===== config.mk =====
export PLATFORM = sky130hd
export DESIGN_NAME = hwag_sync_ctrl
export DESIGN_NICKNAME = d
export VERILOG_FILES = /design/src/rtl/hwag_sync_pkg.sv /design/src/rtl/hwag_tooth_cnt.sv /design/src/rtl/hwag_sync_ctrl.sv
export SDC_FILE = /design/constraint.sdc
export NUM_CORES = 1
export LEC_CHECK = 0
export CAP_MARGIN = 20
export CORE_MARGIN = 2
export CORE_UTILIZATION = 50
export CTS_BUF_LIST = sky130_fd_sc_hd__clkbuf_4
export CTS_CLUSTER_SIZE = 8
export DETAILED_ROUTE_END_ITERATION = 7
export PLACE_DENSITY_LB_ADDON = 0.05
export SLEW_MARGIN = 20
export SYNTH_ARGS = -nofsm -noshare
export SYNTH_HDL_FRONTEND = slang
export SYNTH_SLANG_ARGS = --single-unit

===== constraint.sdc =====
create_clock -name clk_i -period 7.2 [get_ports clk_i]
set_input_delay 1.44 -clock clk_i [delete_from_list [all_inputs] [get_ports clk_i]]
set_output_delay 1.44 -clock clk_i [all_outputs]
set_load 0.03 [all_outputs]

===== src/rtl/hwag_sync_pkg.sv =====
// rtl/hwag_sync_pkg.sv - shared state encoding and default widths for the HWAG crank sync block
package hwag_sync_pkg;

    typedef enum logic [1:0] {
        IDLE   = 2'd0,
        SEARCH = 2'd1,
        VERIFY = 2'd2,
        SYNC   = 2'd3
    } state_t;

    localparam int TCNT_W_DEF = 8;
    localparam int CONF_W_DEF = 4;

endpackage


===== src/rtl/hwag_tooth_cnt.sv =====
// rtl/hwag_tooth_cnt.sv - tooth index counter with clear/increment and last-tooth compare
module hwag_tooth_cnt #(
    parameter int TCNT_W = 8
) (
    input  logic              clk_i,
    input  logic              rst_ni,
    input  logic              clr_i,
    input  logic              inc_i,
    input  logic [TCNT_W-1:0] teeth_cfg_i,
    output logic [TCNT_W-1:0] tcnt_o,
    output logic              last_o
);

    logic [TCNT_W-1:0] tcnt_q;
    logic [TCNT_W-1:0] tcnt_d;

    // last_o marks the tooth just before the gap; the FSM never increments past it
    assign last_o = (tcnt_q == (teeth_cfg_i - TCNT_W'(1)));
    assign tcnt_o = tcnt_q;

    always_comb begin
        tcnt_d = tcnt_q;
        if (clr_i) begin
            tcnt_d = '0;
        end else if (inc_i) begin
            tcnt_d = tcnt_q + TCNT_W'(1);
        end
    end

    always_ff @(posedge clk_i or negedge rst_ni) begin
        if (!rst_ni) begin
            tcnt_q <= '0;
        end else begin
            tcnt_q <= tcnt_d;
        end
    end

endmodule


===== src/rtl/hwag_sync_ctrl.sv =====
// rtl/hwag_sync_ctrl.sv - crank-wheel SEARCH/VERIFY/SYNC sequencer; HWAG_SYNC_LOSS_CNT_EN adds loss_cnt_o
module hwag_sync_ctrl
    import hwag_sync_pkg::*;
#(
    parameter int TCNT_W = TCNT_W_DEF,
    parameter int CONF_W = CONF_W_DEF
) (
    input  logic              clk_i,
    input  logic              rst_ni,
    input  logic              ena_i,
    input  logic              edge_i,
    input  logic              ovf_i,
    input  logic              pcap_ok_i,
    input  logic              gap_i,
    input  logic [TCNT_W-1:0] teeth_cfg_i,
    input  logic [CONF_W-1:0] confirm_cfg_i,
    output logic [1:0]        state_o,
    output logic [TCNT_W-1:0] tcnt_o,
    output logic              sync_o,
    output logic              sync_pls_o,
    output logic              lost_pls_o,
    output logic              err_early_o,
    output logic              err_miss_o
`ifdef HWAG_SYNC_LOSS_CNT_EN
    ,
    output logic [7:0]        loss_cnt_o
`endif
);

    state_t            state_q, state_d;
    logic [CONF_W-1:0] conf_q, conf_d;
    logic [CONF_W-1:0] conf_inc;
    logic [CONF_W-1:0] cfg_eff;
    logic              edge_q;
    logic              sync_pls_q, sync_pls_d;
    logic              lost_q, lost_d;
    logic              early_q, early_d;
    logic              miss_q, miss_d;
    logic              tcnt_clr, tcnt_inc, tcnt_last;

    hwag_tooth_cnt #(.TCNT_W(TCNT_W)) u_tooth_cnt (
        .clk_i       (clk_i),
        .rst_ni      (rst_ni),
        .clr_i       (tcnt_clr),
        .inc_i       (tcnt_inc),
        .teeth_cfg_i (teeth_cfg_i),
        .tcnt_o      (tcnt_o),
        .last_o      (tcnt_last)
    );

    assign cfg_eff  = (confirm_cfg_i == '0) ? CONF_W'(1) : confirm_cfg_i;
    assign conf_inc = (conf_q == '1) ? conf_q : conf_q + CONF_W'(1);

    always_comb begin
        state_d    = state_q;
        conf_d     = conf_q;
        tcnt_clr   = 1'b0;
        tcnt_inc   = 1'b0;
        sync_pls_d = 1'b0;
        lost_d     = 1'b0;
        early_d    = 1'b0;
        miss_d     = 1'b0;
        if (!ena_i) begin
            state_d  = IDLE;
            conf_d   = '0;
            tcnt_clr = 1'b1;
        end else if (state_q == IDLE) begin
            state_d  = SEARCH;
            conf_d   = '0;
            tcnt_clr = 1'b1;
        end else if (ovf_i) begin
            state_d  = SEARCH;
            conf_d   = '0;
            tcnt_clr = 1'b1;
            lost_d   = (state_q == SYNC);
        end else if (edge_q) begin
            if (state_q == SEARCH) begin
                if (pcap_ok_i && gap_i) begin
                    tcnt_clr = 1'b1;
                    conf_d   = CONF_W'(1);
                    if (cfg_eff <= CONF_W'(1)) begin
                        state_d    = SYNC;
                        sync_pls_d = 1'b1;
                    end else begin
                        state_d = VERIFY;
                    end
                end
            end else if (pcap_ok_i && gap_i && tcnt_last) begin
                tcnt_clr = 1'b1;
                if (state_q == VERIFY) begin
                    conf_d = conf_inc;
                    if (conf_inc >= cfg_eff) begin
                        state_d    = SYNC;
                        sync_pls_d = 1'b1;
                    end
                end
            end else if (pcap_ok_i && !gap_i && !tcnt_last) begin
                tcnt_inc = 1'b1;
            end else begin
                // bad period, early gap or missing gap all drop back to SEARCH
                early_d  = pcap_ok_i && gap_i;
                miss_d   = pcap_ok_i && !gap_i;
                state_d  = SEARCH;
                conf_d   = '0;
                tcnt_clr = 1'b1;
                lost_d   = (state_q == SYNC);
            end
        end
    end

    always_ff @(posedge clk_i or negedge rst_ni) begin
        if (!rst_ni) begin
            state_q    <= IDLE;
            conf_q     <= '0;
            edge_q     <= 1'b0;
            sync_pls_q <= 1'b0;
            lost_q     <= 1'b0;
            early_q    <= 1'b0;
            miss_q     <= 1'b0;
        end else begin
            state_q    <= state_d;
            conf_q     <= conf_d;
            edge_q     <= edge_i;
            sync_pls_q <= sync_pls_d;
            lost_q     <= lost_d;
            early_q    <= early_d;
            miss_q     <= miss_d;
        end
    end

    assign state_o     = state_q;
    assign sync_o      = (state_q == SYNC);
    assign sync_pls_o  = sync_pls_q;
    assign lost_pls_o  = lost_q;
    assign err_early_o = early_q;
    assign err_miss_o  = miss_q;

`ifdef HWAG_SYNC_LOSS_CNT_EN
    logic [7:0] loss_cnt_q, loss_cnt_d;

    always_comb begin
        loss_cnt_d = loss_cnt_q;
        if (!ena_i) begin
            loss_cnt_d = '0;
        end else if (lost_d && (loss_cnt_q != 8'hFF)) begin
            loss_cnt_d = loss_cnt_q + 8'd1;
        end
    end

    always_ff @(posedge clk_i or negedge rst_ni) begin
        if (!rst_ni) begin
            loss_cnt_q <= '0;
        end else begin
            loss_cnt_q <= loss_cnt_d;
        end
    end

    assign loss_cnt_o = loss_cnt_q;
`endif

endmodule

==> results of run 1 <==
-- cell type report --
class	instances	area [um2]	share of cell area (%)
clock buffer	3	22.5	1.25
clock inverter	1	5.00	0.278
inverter	11	41.3	2.29
multi-input combinational	138	887	49.3
sequential	19	475	26.4
tap	31	38.8	2.15
timing repair buffer	33	330	18.3
-- power breakdown --
group          internal (mW)  switching (mW)  leakage (nW)
Clock                 0.0208          0.0373        0.0177
Sequential             0.108         0.00171         0.261
Combinational         0.0193          0.0205         0.474
-- sequential cells by signal, indices dropped and copies added (netlist names) --
register,count
state_o,2
err_early_o,1
u_tooth_cnt.tcnt_o,8
conf_q,4
lost_pls_o,1
edge_q,1
err_miss_o,1
sync_pls_o,1
-- per-layer routing --
metal  global-route usage, %  routed length, um  vias to the layer above
met4                    7.97                 53                        0
li1                        -                  -                      665
met2                    32.0               1510                       36
met3                    2.72                129                        5
met1                    29.7               1510                      629
met5                       0                  0                        -
-- cells by family (layout without fill, tap and decap cells) --
| family | count (synthesis) | after routing | synth area share [%] |
|---|---|---|---|
| simple gates | 81 | 81 | 28.7 |
| flops | 19 | 19 | 33.2 |
| mux | 5 | 5 | 3.76 |
| compound gates | 28 | 28 | 13.0 |
| fa+ha+maj | 7 | 7 | 6.12 |
| xor+xnor | 17 | 17 | 10.4 |
| buf+inv | 15 | 48 | 4.72 |
-- worst paths after layout --
path	end	slack, ps	cells after the start
worst max register to register	conf_q[0]$_DFFE_PN0P_	4320	7
worst min-delay path	u_tooth_cnt.tcnt_o[7]$_DFFE_PN0P_	600	2
worst max-delay path	conf_q[0]$_DFFE_PN0P_	2910	9
worst min register to register	u_tooth_cnt.tcnt_o[7]$_DFFE_PN0P_	600	2
max in group asynchronous	u_tooth_cnt.tcnt_o[1]$_DFFE_PN0P_	5100	1
min in group asynchronous	lost_pls_o$_DFF_PN0_	1590	1
-- worst reg2reg max path, stage by stage, from the launching register on --
cell	delay (ps)
dfrtp_1	500
nor2b_1	170
or3_1	340
a31o_1	240
a211oi_4	570
mux2i_1	510
o21ai_0	180
a32o_1	290
-- layout by cell type (no fill, tap or decap), types with 2 or more instances in the layout --
cell / n
a21oi_1: 8
ha_1: 7
a31oi_1: 2
nor2b_1: 3
and2_1: 2
and3_1: 2
xnor2_1: 14
o21ai_0: 8
nand2b_1: 8
clkdlybuf4s50_1: 33
clkbuf_4: 3
nor4_1: 3
mux2_1: 3
a21o_1: 2
mux2i_1: 2
nor4b_1: 2
o211a_1: 2
dfrtp_1: 19
nand3_1: 14
nor2_1: 21
xor2_1: 3
inv_1: 11
nor3_1: 10
nand2_1: 11
==> metrics, run 1 <==
RSZ-0062 raised after global routing=false; final period utilization=59.6%; status=finished clean; Pwr Total=207 uW; Syn. warnings=0; fin nets=232; ys flop type=dfrtp_1; clock root buffer=clkbuf_4; Post-DP HPWL=2.44 mm; final hold slack=599 ps; ANT nets after route=0; layout cells sized above 1=2.44%; r2r startpoint=u_tooth_cnt.tcnt_o[2]$_DFFE_PN0P_; total CTS buffers=3; die height=57.5 um; initial DRC count=50; Place WS=2540 ps; Post-CTS Resized=0; CP required=7420 ps; GR Overflow Total=0; relative slew slack=44.3%; Worst-Skew Late Latency=320 ps; Power Dens Cells=115 nW/um2; CTS Hold Bufs=0; GP Congestion=0.928; fillcell total=236; worst hold path type=reg -> reg; register area share after synthesis=33.2%; crit start category=input port; clk buf depth=2; crit path buf inv count=2; pin count of the biggest net entering global routing=20; fin area=1800 um2; final hold vios=0; setup total negative slack=0 ps; Slowest cell on crit path=clkdlybuf4s50_1; Tmin final=4290 ps; Die W=57.5 um; Die Area=3300 um2; initial antenna violation count=0; H-tree Lvls=1; share of the synthesized area in the top cell type=33.2%; gr usage total=20.8%; area delta synth->final=25.9%; DRC=0; DR vias/cell=5.66; Post-Synthesis Cells=172; vias=1335; measured slew at the worst slew-check pin=833 ps; Peak Freq=233 MHz; commonest cells in the netlist=21 x nor2_1, 19 x dfrtp_1, 14 x nand3_1, 14 x xnor2_1; count leader, synth=nor2_1; Max Slew Vio Count=0; DP Area=1770 um2; Top Family by Delay on Critical Path=compound AO/OA/AOI/OAI gates; Avg Cell Area, Syn=8.31 um2; Data arrival, critical path=4510 ps; Routed WL=3.21 mm; Seq cells post-synth=19; Mapped Area=1430 um2; Worst Setup Slack, final=2910 ps; final core occ=65.9%; Critical Path Sink Type=register; VDD IR max=0.101 mV; Post-synth EDFFs=0; Yosys top cell by area=dfrtp_1; Post-Place Cells=232; diode count=0; Clock Pin Slew Worst Setup and Hold Paths=120 ps; first-pass GRT wire length=5.40 mm; number of post-CTS setup repair buffers=0; Yosys cell types=36; Mapped Nets=198; I/O pins=34; async set-reset flop share out of synthesis=100%; max incr delay on CP=570 ps; Avg WL per Cell=13.6 um; Core ar.=2730 um2; Worst Path Class, Setup=in -> reg; IO Port Bufs=33; Leak Pwr=0.752 nW; number of global-route vias before repair=1216; CP max FO=15; CTS tree=built; initial core utilization=52.3%; Worst setup startpoint=teeth_cfg_i[0]; number of max-cap violations=0; Rows=19; final non-filler cell total=236; top cells by area, synth=dfrtp_1 33%, xnor2_1 8.6%, ha_1 6.1%, nor2_1 5.5%, nand3_1 4.9%; setup violators final=0; Hold Path Origin=u_tooth_cnt.tcnt_o[7]$_DFFE_PN0P_; Layout Skew=3.65 ps; Sink Count=19; Pre-Repair DR Iteration Count=4; CP cell instances=clkdlybuf4s50_1 -> inv_1 -> ha_1 -> or3_1 -> a31o_1 -> a211oi_4 -> mux2i_1 -> o21ai_0 -> a32o_1
Note: power is estimated with default switching activity, not from simulation.
==> inputs of run 2 (changes only) <==
clock period = 4.4 ns   (was 7.2 ns; I/O delays follow)
==> metrics, run 2 (synthesized netlist as in run 1, its figures left out) <==
worst hold endpoint=u_tooth_cnt.tcnt_o[7]$_DFFE_PN0P_; relative slew slack=44.0% (-0.27 points); crit path buf inv count=2 (unchanged); total CTS buffers=3 (unchanged); RSZ-0062 raised after global routing=false; final period utilization=76.0%; setup violators final=0 (unchanged); CTS Hold Bufs=0 (unchanged); die height=57.5 um (unchanged); first-pass GRT wire length=5.55 mm (+2.9%); clock root buffer=clkbuf_4; initial core utilization=52.3% (unchanged); Sink Count=19 (unchanged); Post-CTS Resized=0 (unchanged); area delta synth->final=26.4%; Comb power frac=19.5% (+0.3 points); Critical Path Sink Type=register; ANT nets after route=0 (unchanged); Internal=242 uW (+64%); max incr delay on CP=570 ps (about the same); number of post-CTS setup repair buffers=0 (unchanged); diode count=0 (unchanged); H-tree Lvls=1 (unchanged); Die Area=3300 um2 (unchanged); Largest register FFs=8 (unchanged); Power Dens Cells=187 nW/um2 (+62%); FF-to-FF End=conf_q[0]$_DFFE_PN0P_; Leak Pwr=0.758 nW (+0.72%); Data arrival, critical path=3560 ps (-950 ps); vias=1334 (-0.075%); IO Port Bufs=33 (unchanged); Tmin final=3350 ps; layout cells sized above 1=2.91% (+0.47 points); Net Switching=96.1 uW (+62%); Max Slew Vio Count=0 (unchanged); clk buf depth=2 (unchanged); VDD IR max=0.195 mV (+93%); Register-to-Register Path Depth=7 (unchanged); Sw Share=28.4% (-0.25 points); Clock power frac=27.6% (-0.4 points); I/O pins=34 (unchanged); final hold vios=0 (unchanged); CP max FO=6 (-9); Clock Pin Slew Worst Setup and Hold Paths=110 ps (about the same); Peak Freq=299 MHz; Hold Path Origin=u_tooth_cnt.tcnt_o[7]$_DFFE_PN0P_; Worst-Skew Late Latency=310 ps (about the same); r2r startpoint=u_tooth_cnt.tcnt_o[2]$_DFFE_PN0P_; measured slew at the worst slew-check pin=837 ps (+4.00 ps); worst hold stages=2 (unchanged); final hold slack=622 ps (+23.6 ps); most frequent cells in the layout=33 x clkdlybuf4s50_1, 21 x nor2_1, 19 x dfrtp_1; CP required=4610 ps (-2810 ps); commonest non-fill, non-tap cell in the layout=clkdlybuf4s50_1; Avg WL per Cell=13.9 um (+2.3%); GR Overflow Total=0 (unchanged); number of max-cap violations=0 (unchanged); Layout Skew=3.96 ps (+0.314 ps); Slowest cell on crit path=clkdlybuf4s50_1; worst hold path type=reg -> reg; sequential share of power=52.9% (about the same); setup total negative slack=0 ps (unchanged); Rows=19 (unchanged); CP cell instances=clkdlybuf4s50_1 -> inv_1 -> ha_1 -> or3_1 -> a31o_1 -> a211oi_4 -> mux2i_1 -> o21ai_0 -> a32o_1; Routed WL=3.29 mm (+2.7%); CTS tree=built; crit start category=input port; Pwr Total=338 uW (+63%); Worst Path Class, Setup=in -> reg; GP Congestion=0.920 (-0.83%); final core occ=66.1% (+0.27 points); CP Depth=9 (unchanged); initial DRC count=71 (+42%); DRC=0 (unchanged); Pre-Repair DR Iteration Count=4 (unchanged); initial antenna violation count=0 (unchanged); Die W=57.5 um (unchanged); pin count of the biggest net entering global routing=20 (unchanged); flop2flop setup slack=1860 ps (-2460 ps); fin nets=233 (+0.43%); Post-Place Cells=233 (+0.43%); Top Family by Delay on Critical Path=compound AO/OA/AOI/OAI gates; gr usage total=21.4% (+0.65 points); status=finished clean; Post-DP HPWL=2.51 mm (+3.2%); final non-filler cell total=237 (+0.42%); number of global-route vias before repair=1246 (+2.5%); Core ar.=2730 um2 (unchanged); DR vias/cell=5.63 (-0.50%)
## run 2: cell types whose count changed in the layout (fill, tap and decap cells not counted), sizes merged
cell | before | now
buf | 0 | 1
## run 2: metrics by stage
step           worst slack [ps]  cell area (um2)
2_1_floorplan              1440             1430
5_1_grt                     858             1810
3_3_place_gp                849             1780
6_report                   1050             1810
3_5_place_dp                709             1780
4_1_cts                    1050             1810
## run 2: area by class of cell
type / instances / area [um2]
fillers: 236 / 926
well taps: 31 / 38.8
clock buffers: 3 / 22.5
clock inverters: 1 / 5.00
repair buffers: 34 / 338
flip-flops and latches: 19 / 475
inverters: 11 / 41.3
multi-input cells: 138 / 887
## run 2: worst min-delay path, stage by stage, from the launching register on
cell     delay [ps]
dfrtp_1         410
xor2_1           90
nor2_1           90
## run 2: power by group through the flow
stage	Combinational, mW	Sequential (mW)	Clock (mW)
floorplan	0.0323	0.183	0
global placement	0.0638	0.182	0
detailed placement	0.0653	0.182	0
CTS	0.0657	0.179	0.0933
global route	0.0730	0.179	0.0991
finish	0.0658	0.179	0.0933
## run 2: metal layers
metal | track usage [%] | part of all wire (%) | vias to the layer above
met5 | 0 | 0 | -
li1 | - | - | 670
met4 | 7.31 | 1.5 | 0
met1 | 31.1 | 45 | 610
met2 | 33.4 | 48 | 49
met3 | 2.04 | 6.4 | 5
## run 2: worst max path at each step
| stage | start | endpoint | slack, ps |
|---|---|---|---|
| after global placement | teeth_cfg_i[0] | conf_q[0]$_DFFE_PN0P_ | 850 |
| final | teeth_cfg_i[0] | conf_q[0]$_DFFE_PN0P_ | 1050 |
| after floorplan | teeth_cfg_i[0] | conf_q[0]$_DFFE_PN0P_ | 1440 |
| after CTS | teeth_cfg_i[0] | conf_q[0]$_DFFE_PN0P_ | 1050 |
| after detailed placement | teeth_cfg_i[0] | conf_q[0]$_DFFE_PN0P_ | 710 |
| after global routing | teeth_cfg_i[0] | conf_q[0]$_DFFE_PN0P_ | 860 |
